File: src/rtl/axi4lite_regbank_slave.sv
// -----------------------------------------------------------------------------
// axi4lite_regbank_slave
// AXI4-Lite slave register bank of NUM_REGS words of DATA_W bits. Writes honour
// byte strobes, slots flagged in RO_MASK are read-only and read back the
// matching sts_i word, and out-of-range or read-only accesses answer SLVERR.
// The bank is exposed in parallel on regs_o, and every successful write pulses
// the matching wr_pulse_o bit for one cycle. Read and write channels run as
// independent FSMs, and AW/W may arrive in either order.
//
// Optional feature macro: AXI4LITE_PROT_CHECK_EN
//   When defined, accesses with PROT[0]=0 (unprivileged) answer SLVERR: writes
//   are suppressed and reads return zero. When undefined, AW_PROT/AR_PROT are
//   ignored.
//
// Ports
//   A_CLK, A_RST          clock (rising edge), synchronous active-high reset
//   AW_*, W_*, B_*        AXI4-Lite write address / data / response channels
//   AR_*, R_*             AXI4-Lite read address / data channels
//   regs_o                register contents, word i at [i*DATA_W +: DATA_W]
//   sts_i                 status words returned for read-only slots
//   wr_pulse_o            one-cycle strobe per successful write to reg i
// -----------------------------------------------------------------------------
module axi4lite_regbank_slave #(
  parameter int                  ADDR_W    = 32,
  parameter int                  DATA_W    = 32,
  parameter int                  NUM_REGS  = 16,
  parameter logic [ADDR_W-1:0]   BASE_ADDR = '0,
  parameter logic [NUM_REGS-1:0] RO_MASK   = '0
) (
  input  logic                         A_CLK,
  input  logic                         A_RST,
  input  logic                         AW_VALID,
  output logic                         AW_READY,
  input  logic [ADDR_W-1:0]            AW_ADDR,
  input  logic [2:0]                   AW_PROT,
  input  logic                         W_VALID,
  output logic                         W_READY,
  input  logic [DATA_W-1:0]            W_DATA,
  input  logic [DATA_W/8-1:0]          W_STRB,
  output logic                         B_VALID,
  input  logic                         B_READY,
  output logic [1:0]                   B_RESP,
  input  logic                         AR_VALID,
  output logic                         AR_READY,
  input  logic [ADDR_W-1:0]            AR_ADDR,
  input  logic [2:0]                   AR_PROT,
  output logic                         R_VALID,
  input  logic                         R_READY,
  output logic [DATA_W-1:0]            R_DATA,
  output logic [1:0]                   R_RESP,
  output logic [NUM_REGS*DATA_W-1:0]   regs_o,
  input  logic [NUM_REGS*DATA_W-1:0]   sts_i,
  output logic [NUM_REGS-1:0]          wr_pulse_o
);

  localparam int STRB_W = DATA_W / 8;
  localparam int SHIFT  = $clog2(STRB_W);
  localparam int IDX_W  = (NUM_REGS > 1) ? $clog2(NUM_REGS) : 1;
  localparam logic [1:0] RESP_OKAY   = 2'b00;
  localparam logic [1:0] RESP_SLVERR = 2'b10;

  typedef enum logic [1:0] {WIDLE, WEXEC, WRESP} wstate_t;
  typedef enum logic       {RIDLE, RRESP}        rstate_t;

  wstate_t             wstate_r, wstate_nxt_s;
  rstate_t             rstate_r, rstate_nxt_s;
  logic                aw_held_r, aw_held_nxt_s, w_held_r, w_held_nxt_s;
  logic                aw_ready_r, w_ready_r, ar_ready_r;
  logic [ADDR_W-1:0]   aw_addr_r;
  logic [DATA_W-1:0]   w_data_r;
  logic [STRB_W-1:0]   w_strb_r;
  logic                b_valid_r, r_valid_r;
  logic [1:0]          b_resp_r, r_resp_r;
  logic [DATA_W-1:0]   r_data_r;
  logic [NUM_REGS-1:0] wr_pulse_r;
  logic [DATA_W-1:0]   regs_r [NUM_REGS];
  logic [ADDR_W-1:0]   aw_off_s, ar_off_s;
  logic [IDX_W-1:0]    aw_idx_s, ar_idx_s;
  logic                aw_miss_s, ar_miss_s, aw_err_s, ar_err_s;
  logic [DATA_W-1:0]   rd_word_s;
  logic                aw_hs_s, w_hs_s, ar_hs_s;
  logic                unused_prot_s;

`ifdef AXI4LITE_PROT_CHECK_EN
  logic aw_priv_r;
  assign unused_prot_s = &{1'b0, AW_PROT[2:1], AR_PROT[2:1]};
`else
  assign unused_prot_s = &{1'b0, AW_PROT, AR_PROT};
`endif

  assign aw_hs_s = AW_VALID && aw_ready_r;
  assign w_hs_s  = W_VALID && w_ready_r;
  assign ar_hs_s = AR_VALID && ar_ready_r;

  // Write address decode on the latched AW address.
  always_comb begin
    aw_off_s = (aw_addr_r - BASE_ADDR) >> SHIFT;
    aw_idx_s = aw_off_s[IDX_W-1:0];
    if (aw_addr_r < BASE_ADDR) aw_miss_s = 1'b1;
    else if (aw_off_s >= ADDR_W'(NUM_REGS)) aw_miss_s = 1'b1;
    else aw_miss_s = 1'b0;
    // RO_MASK is only indexed once the index is known to be in range.
    if (aw_miss_s) aw_err_s = 1'b1;
    else if (RO_MASK[aw_idx_s]) aw_err_s = 1'b1;
`ifdef AXI4LITE_PROT_CHECK_EN
    else if (!aw_priv_r) aw_err_s = 1'b1;
`endif
    else aw_err_s = 1'b0;
  end

  // Read address decode and read-data mux on the live AR address.
  always_comb begin
    ar_off_s = (AR_ADDR - BASE_ADDR) >> SHIFT;
    ar_idx_s = ar_off_s[IDX_W-1:0];
    if (AR_ADDR < BASE_ADDR) ar_miss_s = 1'b1;
    else if (ar_off_s >= ADDR_W'(NUM_REGS)) ar_miss_s = 1'b1;
    else ar_miss_s = 1'b0;
    if (ar_miss_s) ar_err_s = 1'b1;
`ifdef AXI4LITE_PROT_CHECK_EN
    else if (!AR_PROT[0]) ar_err_s = 1'b1;
`endif
    else ar_err_s = 1'b0;
    if (ar_err_s) rd_word_s = '0;
    else if (RO_MASK[ar_idx_s]) rd_word_s = sts_i[ar_idx_s*DATA_W +: DATA_W];
    else rd_word_s = regs_r[ar_idx_s];
  end

  // Write FSM next state and AW/W hold flags.
  always_comb begin
    wstate_nxt_s  = wstate_r;
    aw_held_nxt_s = aw_held_r;
    w_held_nxt_s  = w_held_r;
    case (wstate_r)
      WIDLE: begin
        if (aw_hs_s) aw_held_nxt_s = 1'b1;
        else aw_held_nxt_s = aw_held_r;
        if (w_hs_s) w_held_nxt_s = 1'b1;
        else w_held_nxt_s = w_held_r;
        if (aw_held_nxt_s && w_held_nxt_s) wstate_nxt_s = WEXEC;
        else wstate_nxt_s = WIDLE;
      end
      WEXEC: wstate_nxt_s = WRESP;
      WRESP: begin
        if (b_valid_r && B_READY) begin
          wstate_nxt_s  = WIDLE;
          aw_held_nxt_s = 1'b0;
          w_held_nxt_s  = 1'b0;
        end else begin
          wstate_nxt_s = WRESP;
        end
      end
      default: begin
        wstate_nxt_s  = WIDLE;
        aw_held_nxt_s = 1'b0;
        w_held_nxt_s  = 1'b0;
      end
    endcase
  end

  // Read FSM next state.
  always_comb begin
    rstate_nxt_s = rstate_r;
    case (rstate_r)
      RIDLE: begin
        if (ar_hs_s) rstate_nxt_s = RRESP;
        else rstate_nxt_s = RIDLE;
      end
      RRESP: begin
        if (r_valid_r && R_READY) rstate_nxt_s = RIDLE;
        else rstate_nxt_s = RRESP;
      end
      default: rstate_nxt_s = RIDLE;
    endcase
  end

  // State registers, hold flags and registered READYs.
  always_ff @(posedge A_CLK) begin
    if (A_RST) begin
      wstate_r   <= WIDLE;
      rstate_r   <= RIDLE;
      aw_held_r  <= 1'b0;
      w_held_r   <= 1'b0;
      aw_ready_r <= 1'b0;
      w_ready_r  <= 1'b0;
      ar_ready_r <= 1'b0;
    end else begin
      wstate_r   <= wstate_nxt_s;
      rstate_r   <= rstate_nxt_s;
      aw_held_r  <= aw_held_nxt_s;
      w_held_r   <= w_held_nxt_s;
      aw_ready_r <= (wstate_nxt_s == WIDLE) && !aw_held_nxt_s;
      w_ready_r  <= (wstate_nxt_s == WIDLE) && !w_held_nxt_s;
      ar_ready_r <= (rstate_nxt_s == RIDLE);
    end
  end

  // Capture of AW and W payloads on their handshakes.
  always_ff @(posedge A_CLK) begin
    if (A_RST) begin
      aw_addr_r <= '0;
      w_data_r  <= '0;
      w_strb_r  <= '0;
`ifdef AXI4LITE_PROT_CHECK_EN
      aw_priv_r <= 1'b0;
`endif
    end else begin
      if (aw_hs_s) begin
        aw_addr_r <= AW_ADDR;
`ifdef AXI4LITE_PROT_CHECK_EN
        aw_priv_r <= AW_PROT[0];
`endif
      end
      if (w_hs_s) begin
        w_data_r <= W_DATA;
        w_strb_r <= W_STRB;
      end
    end
  end

  // Register update, B response and write pulse, all launched from WEXEC.
  always_ff @(posedge A_CLK) begin
    if (A_RST) begin
      b_valid_r  <= 1'b0;
      b_resp_r   <= RESP_OKAY;
      wr_pulse_r <= '0;
      for (int i = 0; i < NUM_REGS; i++) regs_r[i] <= '0;
    end else begin
      wr_pulse_r <= '0;
      if (wstate_r == WEXEC) begin
        b_valid_r <= 1'b1;
        b_resp_r  <= aw_err_s ? RESP_SLVERR : RESP_OKAY;
        if (!aw_err_s) begin
          wr_pulse_r[aw_idx_s] <= 1'b1;
          for (int j = 0; j < STRB_W; j++) begin
            if (w_strb_r[j]) regs_r[aw_idx_s][j*8 +: 8] <= w_data_r[j*8 +: 8];
          end
        end
      end else if (b_valid_r && B_READY) begin
        b_valid_r <= 1'b0;
      end
    end
  end

  // R channel: data sampled at the AR handshake edge, held until R_READY.
  always_ff @(posedge A_CLK) begin
    if (A_RST) begin
      r_valid_r <= 1'b0;
      r_resp_r  <= RESP_OKAY;
      r_data_r  <= '0;
    end else if (rstate_r == RIDLE && ar_hs_s) begin
      r_valid_r <= 1'b1;
      r_resp_r  <= ar_err_s ? RESP_SLVERR : RESP_OKAY;
      r_data_r  <= rd_word_s;
    end else if (r_valid_r && R_READY) begin
      r_valid_r <= 1'b0;
    end
  end

  for (genvar g = 0; g < NUM_REGS; g++) begin : g_regs_o
    assign regs_o[g*DATA_W +: DATA_W] = regs_r[g];
  end

  assign AW_READY   = aw_ready_r;
  assign W_READY    = w_ready_r;
  assign AR_READY   = ar_ready_r;
  assign B_VALID    = b_valid_r;
  assign B_RESP     = b_resp_r;
  assign R_VALID    = r_valid_r;
  assign R_RESP     = r_resp_r;
  assign R_DATA     = r_data_r;
  assign wr_pulse_o = wr_pulse_r;

endmodule
File: config.mk
export PLATFORM = sky130hd
export DESIGN_NAME = axi4lite_regbank_slave
export DESIGN_NICKNAME = d
export VERILOG_FILES = /design/src/rtl/axi4lite_regbank_slave.sv
export SDC_FILE = /design/constraint.sdc
export NUM_CORES = 1
export LEC_CHECK = 0
export CAP_MARGIN = 10
export CORE_AREA = 2 2 463 465
export DETAILED_ROUTE_END_ITERATION = 10
export DIE_AREA = 0 0 465 467
export DONT_BUFFER_PORTS = 1
export SKIP_CTS_REPAIR_TIMING = 1
export SLEW_MARGIN = 10
export SYNTH_ARGS = -nofsm -noshare
export SYNTH_HDL_FRONTEND = slang
export SYNTH_SLANG_ARGS = --single-unit
File: constraint.sdc
create_clock -name A_CLK -period 4.4 [get_ports A_CLK]
set_clock_uncertainty 0.2 [all_clocks]
set_input_delay 0.66 -clock A_CLK [delete_from_list [all_inputs] [get_ports A_CLK]]
set_output_delay 0.66 -clock A_CLK [all_outputs]
set_load 0.01 [all_outputs]
==> results_dict.tcl <==
set metrics [dict create \
    slew_viol_final 9 \
    count_of_cell_types_in_the_netlist 43 \
    critical-path-slowest-cell "sky130_fd_sc_hd__and3_1" \
    cellInternalPower_w 0.0110 \
    critical_path.max_fanout 14 \
    first_global_vias 18743 \
    place.port_buffers 0 \
    remaining_global_route_overflow 0 \
    share_of_cells_above_drive_strength_1_pct 18.7 \
    violated_checks "slew limit" \
    worst_skew_pair_latency_ns 0.73 \
    swShare_pct 28.3 \
    power.net_switching_w 0.00433 \
    floorplan.core_area_um2 212000 \
    synth_seq_cells 638 \
    summed_instance_area_of_the_synthesized_netlist_um2 27100 \
    setup_viol_count_final 0 \
    die_y_um 467 \
    grt_setup_unrepaired "no" \
    setup-tns-final_ns 0 \
    vdd_ir_drop_max_v 0.000305 \
    placedCellCount 4841 \
    cts_num_sinks 638 \
    combPwrFrac_pct 9.0 \
    worstPathCellList "nor4_1, and3_1, nand3_1, o21ai_1, buf_4" \
    timing.fmax_mhz 263 \
    antenna_found_initial 40 \
    bufs_and_invs_on_worst_path 1 \
    timing.final.crit_period_ns 3.81 \
    cts-root-buf "sky130_fd_sc_hd__clkbuf_16" \
    gr-usage-all-layers_pct 14.4 \
    remaining_drc_errors 0 \
    placementRows 169 \
    power_per_cell_area_nw_per_um2 444 \
    asyncSetResetFlopFracSynth_pct 0 \
    clock_power_share_pct 43.5 \
    synth_top_cells_by_area "sky130_fd_sc_hd__edfxtp_1 (57%), sky130_fd_sc_hd__mux4_2 (11%), sky130_fd_sc_hd__dfxtp_1 (9.3%)" \
    most_common_cell_in_the_netlist "sky130_fd_sc_hd__edfxtp_1" \
    worst_max_slew_pin_slew_ns 1.52 \
    io_pins 1194 \
    synth-seq-area-share_pct 65.9 \
    synth-edff-count 512 \
    antenna_violating_nets_post_route 0 \
    synth.top_cell.area_share_pct 56.6 \
    share_seq_of_total_power_pct 47.4 \
    cts_tree "built" \
    design.die.area_um2 217000 \
    timing.critical_path.max_delay_family "simple AND/OR/NAND/NOR gates" \
    critical_path_start_end_classification "reg -> reg" \
    cts.reportedPaths.clkPinSlew_ns 0.07 \
    worstHoldPathType "in -> reg" \
    outcome "complete, but fails checks" \
    timing.max_cap.violations 0 \
    grt_first_pass_wirelength_um 204000 \
    crit_path_capture_type "flip-flop" \
    initial_utilization_pct 12.8 \
    route.detailed.wl_per_inst_um 32.3 \
    place_congestion 0.922 \
    htreeDepth 3 \
    slew_headroom_pct -1.22 \
    synth_warnings 0 \
    timing.final.crit_share_pct 86.5 \
    num_vias 19603 \
    numCtsBuffers 77 \
    hpwl_um 127000 \
    critical_path_arrival_ns 4.00 \
    layout-area-overhead-vs-synth_pct 26.9 \
    drt_pass1_iterations 6 \
    dr.first_iter.drc_count 2103 \
    leading_post_synthesis_cells_by_instance_count "sky130_fd_sc_hd__edfxtp_1 (512), sky130_fd_sc_hd__nor2_1 (374), sky130_fd_sc_hd__nand2_1 (226), sky130_fd_sc_hd__and2_1 (163), sky130_fd_sc_hd__mux4_2 (128)" \
    nNetsFinal 2789 \
    yosysTopAreaCell "sky130_fd_sc_hd__edfxtp_1" \
    totalWireLength_um 164000 \
    hold_viol_final 0 \
    setup.worst_path.start_class "flip-flop" \
    synth_cells 2041 \
    required_ns 4.60 \
    grt_start_max_net_pins 129 \
    width_of_the_die_um 465 \
    critPathMaxStageDelay_ns 0.84 \
    postSynth.topFlopCell "sky130_fd_sc_hd__edfxtp_1" \
    power_leakage_nw 11.0 \
    power.total_w 0.0153 \
    final_instance_count_excl_fillers 5073 \
    cts-root-to-sink-buffers 3 \
    synth.avg_cell_area_um2 13.3 \
    via_per_inst 3.86 \
]
==> power groups by stage <==
stage | registers (W) | logic, W | clock network (W)
global placement | 0.00739 | 0.00133 | 0
detailed placement | 0.00740 | 0.00134 | 0
CTS | 0.00727 | 0.00135 | 0.00682
finish | 0.00726 | 0.00138 | 0.00667
floorplan | 0.00711 | 0.000771 | 0
global route | 0.00729 | 0.00148 | 0.00701
==> worst register-to-register path, stage by stage, from the launching register on <==
cell and delay [ns]:
sky130_fd_sc_hd__dfxtp_1 0.32, sky130_fd_sc_hd__nor4_1 0.46, sky130_fd_sc_hd__and3_1 0.84, sky130_fd_sc_hd__nand3_1 0.58, sky130_fd_sc_hd__o21ai_1 0.76, sky130_fd_sc_hd__buf_4 0.35
==> cell usage in the layout, fill, tap and decap left out, drive strengths merged, types with 37 or more instances in the layout <==
master       instances
edfxtp             512
nor2               374
nand2              226
and2               165
mux4               128
dfxtp              126
buf                123
clkbuf              93
a21oi               72
dlygate4sd3         64
nor4                37
==> layout make-up <==
type,instances,area (um^2)
clock inverters,50,608
multi-input cells,1249,8710
inverters,11,41.3
flip-flops and latches,638,17900
well taps,2821,3530
fillers,23186,177000
diodes,24,60.1
clock buffers,93,1990
repair buffers,187,1620
==> worst paths after layout <==
| check | startpoint | endpoint | slack (ns) | cells past startpoint |
|---|---|---|---|---|
| worst max register to register | aw_addr_r[18]$_SDFFE_PP0P_ | regs_r[15][19]$_SDFFCE_PN0P_ | 0.59 | 5 |
| worst min-delay path | AR_ADDR[24] | R_RESP[1]$_SDFFE_PP0P_ | 0.05 | 4 |
| worst min register to register | aw_addr_r[12]$_SDFFE_PP0P_ | aw_addr_r[12]$_SDFFE_PP0P_ | 0.25 | 2 |
| worst max-delay path | aw_addr_r[18]$_SDFFE_PP0P_ | regs_r[15][19]$_SDFFCE_PN0P_ | 0.59 | 5 |
==> metrics by stage <==
stage	utilization [%]	hold slack, ns	area [um^2]	setup WS, ns
floorplan	-	0.236	27100	1.44
global placement	14.7	0.247	31100	0.611
detailed placement	14.7	0.241	31100	0.561
CTS	15.9	-0.305	33700	0.546
global route	16.3	0.0306	34400	0.485
finish	16.3	0.0503	34500	0.595
==> kinds of logic (layout without fill, tap and decap cells) <==
logic type / Yosys count / after routing / synth area share (%)
multiplexers: 128 / 128 / 10.6
AND/OR/NAND/NOR: 887 / 887 / 15.4
flip-flops: 638 / 638 / 65.9
buffers and inverters: 155 / 341 / 2.41
other: 1 / 26 / 0.0138
AO/OA/AOI/OAI: 232 / 232 / 5.61
==> sequential cells by signal, indices dropped and copies added (netlist names), 2 cells and up <==
signal / count
regs_r: 512
w_data_r: 32
wstate_r: 2
wr_pulse_o: 16
aw_addr_r: 30
w_strb_r: 4
R_DATA: 32
==> metal layers <==
metal / wire, um / vias to the layer above / GRT usage (%) / share of wire [%]
li1: - / 7817 / - / -
met1: 60300 / 10153 / 16.2 / 37
met2: 81300 / 1341 / 24.7 / 50
met3: 14400 / 276 / 4.44 / 8.8
met4: 7630 / 16 / 7.11 / 4.7
met5: 107 / - / 0 / 0.065
(Power assumes the default switching activity.)
==> RTL change 1 (same flow settings) <==
Set the parameter `DATA_W` to 16 (it was 32).
--- a/src/rtl/axi4lite_regbank_slave.sv
+++ b/src/rtl/axi4lite_regbank_slave.sv
@@ -23,5 +23,5 @@
 module axi4lite_regbank_slave #(
   parameter int                  ADDR_W    = 32,
-  parameter int                  DATA_W    = 32,
+  parameter int                  DATA_W    = 16,
   parameter int                  NUM_REGS  = 16,
   parameter logic [ADDR_W-1:0]   BASE_ADDR = '0,
Ports: changed (5 resized); port bits go from 1194 to 648. The function was not compared with the original's and may differ.
==> RTL change 1 against the unedited design <==
  * Worst hold slack gained 0.039 ns
  * Combinational power shrank 35%
  * Final area shrank 39%
  * Power shrank 43%
  * Clock power shrank 41%
  * Count of clock-buffer cells in the layout shrank 35
  * Sequential power shrank 45%
  * Sequential cell count shrank 289
  * Highest routed layer unchanged
  * Synthesized cell count shrank 37%
  * Area after synthesis shrank 43%
  * Die area is the same
  * Critical endpoint is now regs_r[12][1]$_SDFFCE_PN0P_
  * Wire length shrank 44%
  * Worst setup slack gained 0.56 ns
==> RTL change 1: results (changes against the unedited design) <==
run status finished clean; Filler cells 24.1k (+4.1%); Clock power frac 44.8% (+1.3 points); Post-Place Cells 4,070 (-16%); clock tree buffer depth 3 (unchanged); Via-to-Cell Ratio 2.69 (-30%); syn_area_per_cell 11.9 um2 (-11%); top area cells in the synthesized netlist edfxtp_1, dfxtp_1, mux2i_1; vias in the first global route 10.9k (-42%); max_slew headroom 29.0% (+30 points); Largest stage delay, worst path 0.75 ns (-0.09 ns); drt first pass iters 5 (-1); WP data arrival 3.31 ns (-0.69 ns); initial antenna violation count 21 (-48%); worst vdd ir 0.000279 V (-8.5%); Wirelength per Cell 21.5 um (-33%); Placed Area 18,900 um2 (-39%); post-synthesis sequential area ratio 62.1% (-3.8 points); biggest regs regs_r x256, aw_addr_r x31; GPL Wtd Cong 0.806 (-13%); Synth cell types 51 (+19%); Final Max Slew Viols 0 (-9); gr usage total 8.01% (-6.4 points); WHS 0.0894 ns (+0.0391 ns); worst setup margin 1.16 ns (+0.564 ns); 1st-iter DRT viols 932 (-56%); first-pass GRT wire length 113,000 um (-44%); pin count of the biggest net entering global routing 104 (-19%); Synth top cells by count edfxtp_1, nand2_1, nor2_1; DP Wirelength 72,100 um (-43%); H-tree depth 2 (-1); # nets final 1,712 (-39%); switching portion of total power 28.9% (+0.66 points); number of port buffers 0 (unchanged); share of power burned in registers 45.0% (-2.4 points); CTS buffer count 44 (-43%); layout cell share with drive strength beyond 1 12.4% (-6.3 points); pre-CTS setup slack 0.851 ns (+0.290 ns); Post-synth EDFFs 256 (-50%); Seq power 3.96 mW (-45%); FF+latch count, synth 349 (-45%); Synth Warn # 0 (unchanged); Cell Count, Final, Fillers Out 4,240 (-16%); CP max FO 10 (-4); total leakage power 7.17 nW (-35%); worst-skew pair later-pin latency 0.65 ns (-0.08 ns)
## RTL change 1: kinds of logic (layout without fill, tap and decap cells)
family | count (synthesis) | after routing | synth area share (%)
compound gates | 238 | 238 | 10.7
buf+inv | 124 | 223 | 4.22
flops | 349 | 349 | 62.1
mux | 96 | 96 | 6.25
other cells | 1 | 25 | 0.0244
simple gates | 488 | 488 | 16.7
## RTL change 1: worst max-delay path: cells and delay by family, from the launching register on
| family | cells | cell delay [ns] |
|---|---|---|
| simple gates | 3 | 1.45 |
| flops | 1 | 0.40 |
| compound gates | 1 | 0.40 |
| buf+inv | 2 | 0.41 |
## RTL change 1: path summary, 6_finish.rpt
check / start / endpoint / depth (start not counted)
setup / recovery: wstate_r[0]$_SDFF_PP0_ / regs_r[12][1]$_SDFFCE_PN0P_ / 6
hold / removal: AR_ADDR[4] / R_DATA[7]$_SDFFE_PP0P_ / 2
setup reg to reg: wstate_r[0]$_SDFF_PP0_ / regs_r[12][1]$_SDFFCE_PN0P_ / 6
hold reg to reg: aw_addr_r[6]$_SDFFE_PP0P_ / aw_addr_r[6]$_SDFFE_PP0P_ / 2
## RTL change 1: per-layer routing
layer  global-route usage [%]  wire length, um  vias to the layer above
met3                     2.30             5650                      167
met1                     7.40            29400                     5735
met2                     15.5            50500                      546
li1                         -                -                     4949
met5                        0               80                        -
met4                     4.67             5550                       12
## RTL change 1: cell type report
type,count,area [um2],area share (%)
antenna,23,57.6,0.272
clock buffer,58,1270,6.00
clock inverter,23,269,1.27
inverter,13,48.8,0.231
multi-input combinational,824,5250,24.8
sequential,349,9550,45.2
tap,2821,3530,16.7
timing repair buffer,129,1170,5.53
==> RTL change 2 (same flow settings) <==
Without the edit above. Make the reset (`A_RST`) asynchronous in 4 clocked blocks. Comments in the files are not updated.
--- a/src/rtl/axi4lite_regbank_slave.sv
+++ b/src/rtl/axi4lite_regbank_slave.sv
@@ -175,5 +175,5 @@
 
   // State registers, hold flags and registered READYs.
-  always_ff @(posedge A_CLK) begin
+  always_ff @(posedge A_CLK or posedge A_RST) begin
     if (A_RST) begin
       wstate_r   <= WIDLE;
@@ -196,5 +196,5 @@
 
   // Capture of AW and W payloads on their handshakes.
-  always_ff @(posedge A_CLK) begin
+  always_ff @(posedge A_CLK or posedge A_RST) begin
     if (A_RST) begin
       aw_addr_r <= '0;
@@ -219,5 +219,5 @@
 
   // Register update, B response and write pulse, all launched from WEXEC.
-  always_ff @(posedge A_CLK) begin
+  always_ff @(posedge A_CLK or posedge A_RST) begin
     if (A_RST) begin
       b_valid_r  <= 1'b0;
@@ -243,5 +243,5 @@
 
   // R channel: data sampled at the AR handshake edge, held until R_READY.
-  always_ff @(posedge A_CLK) begin
+  always_ff @(posedge A_CLK or posedge A_RST) begin
     if (A_RST) begin
       r_valid_r <= 1'b0;
Check against the original RTL: not settled (the Yosys comparison gave no result); the edit may change what the design does.
==> RTL change 2 against the unedited design <==
  * Final area grew 3.7%
  * Power rose by 3.9%
  * Wire length decreased by 15%
  * Worst setup slack better by 0.25 ns
  * Non-clock buffer count down 27
  * Sequential cell count did not move
  * Area after synthesis rose by 4.7%
  * Critical path type unchanged
  * Largest cell class unchanged
==> RTL change 2: results (changes against the unedited design) <==
met3 WL 10,900 um (-24%); initial antenna violation count 30 (-25%); nonclk inv count 4 (-7); Synth cell types 37 (-14%); drt first pass iters 5 (-1); Layout non-clock buf frac 4.14% (-0.57 points); total leakage power 15.9 nW (+45%); sequential cell area 16,000 um2 (-11%); Via-to-Cell Ratio 3.75 (-3.0%); Synth top cells by count dfrtp_1, mux2_2, mux4_2; depth of the worst hold-timing path 2 (-2); gr usage total 12.4% (-2.0 points); Placed Area 32,300 um2 (+3.6%); Cell Count, Final, Fillers Out 4,797 (-5.4%); Met1 Wirelength 52,900 um (-12%); run status finished clean; Design Area, Final 35,700 um2 (+3.7%); # nets final 2,525 (-9.5%); minimum clock period 3.55 ns (-0.252 ns); Filler cells 23.0k (-0.67%); met1 usage 14.2% (-2.0 points); n_diodes 13 (-46%); syn_area_per_cell 16.0 um2 (+20%); CTS buffer count 79 (+2.6%); pre-CTS setup slack 0.899 ns (+0.338 ns); # clk buffers 105 (+13%); 1st-iter DRT viols 1,515 (-28%); multi-input logic area 12,000 um2 (+37%); DP Wirelength 104,000 um (-18%); Slew @ Worst Pin 1.12 ns (-0.398 ns); layout cell share with drive strength beyond 1 50.0% (+31 points); vias in the first global route 18.1k (-3.5%); multi-input gates 1,017 (-19%); met2 Use GR 21.5% (-3.2 points); Post-Place Cells 4,569 (-5.6%); number of non-clock buffers 160 (-14%); Met2 Wirelength 70,500 um (-13%); Worst R2R Start aw_addr_r[13]$_DFFE_PP0P_; CP max FO 16 (+2); worst-skew pair later-pin latency 0.71 ns (-0.02 ns); top area cells in the synthesized netlist dfrtp_1, mux2_2, mux4_2; clk cell area share 7.68% (+0.15 points); reg2reg setup slack 0.85 ns (+0.25 ns); Hold Startpoint B_READY
## RTL change 2: power breakdown
| part | leakage [nW] | internal [mW] | switching, mW | total (mW) |
|---|---|---|---|---|
| sequential | 8.75 | 6.21 | 1.16 | 7.37 |
| combinational | 5.86 | 0.579 | 1.03 | 1.61 |
| clock | 1.34 | 4.02 | 2.90 | 6.92 |
| total | 15.9 | 10.8 | 5.09 | 15.9 |
## RTL change 2: kinds of logic (layout without fill, tap and decap cells)
logic type             count (synthesis)  count (layout)  share of synthesized area (%)
AND/OR/NAND/NOR                      208             208                           6.09
AO/OA/AOI/OAI                        101             101                           2.74
other                                  1              15                         0.0132
multiplexers                         706             706                           33.1
flip-flops                           638             638                           56.2
buffers and inverters                121             308                           1.91
## RTL change 2: critical path, stage by stage, from the launching register on
cell and delay (ns):
dfrtp_1 0.38, nor4_1 0.60, nand3_4 0.49, buf_4 0.41
nor4_4 0.88, mux2_2 0.42
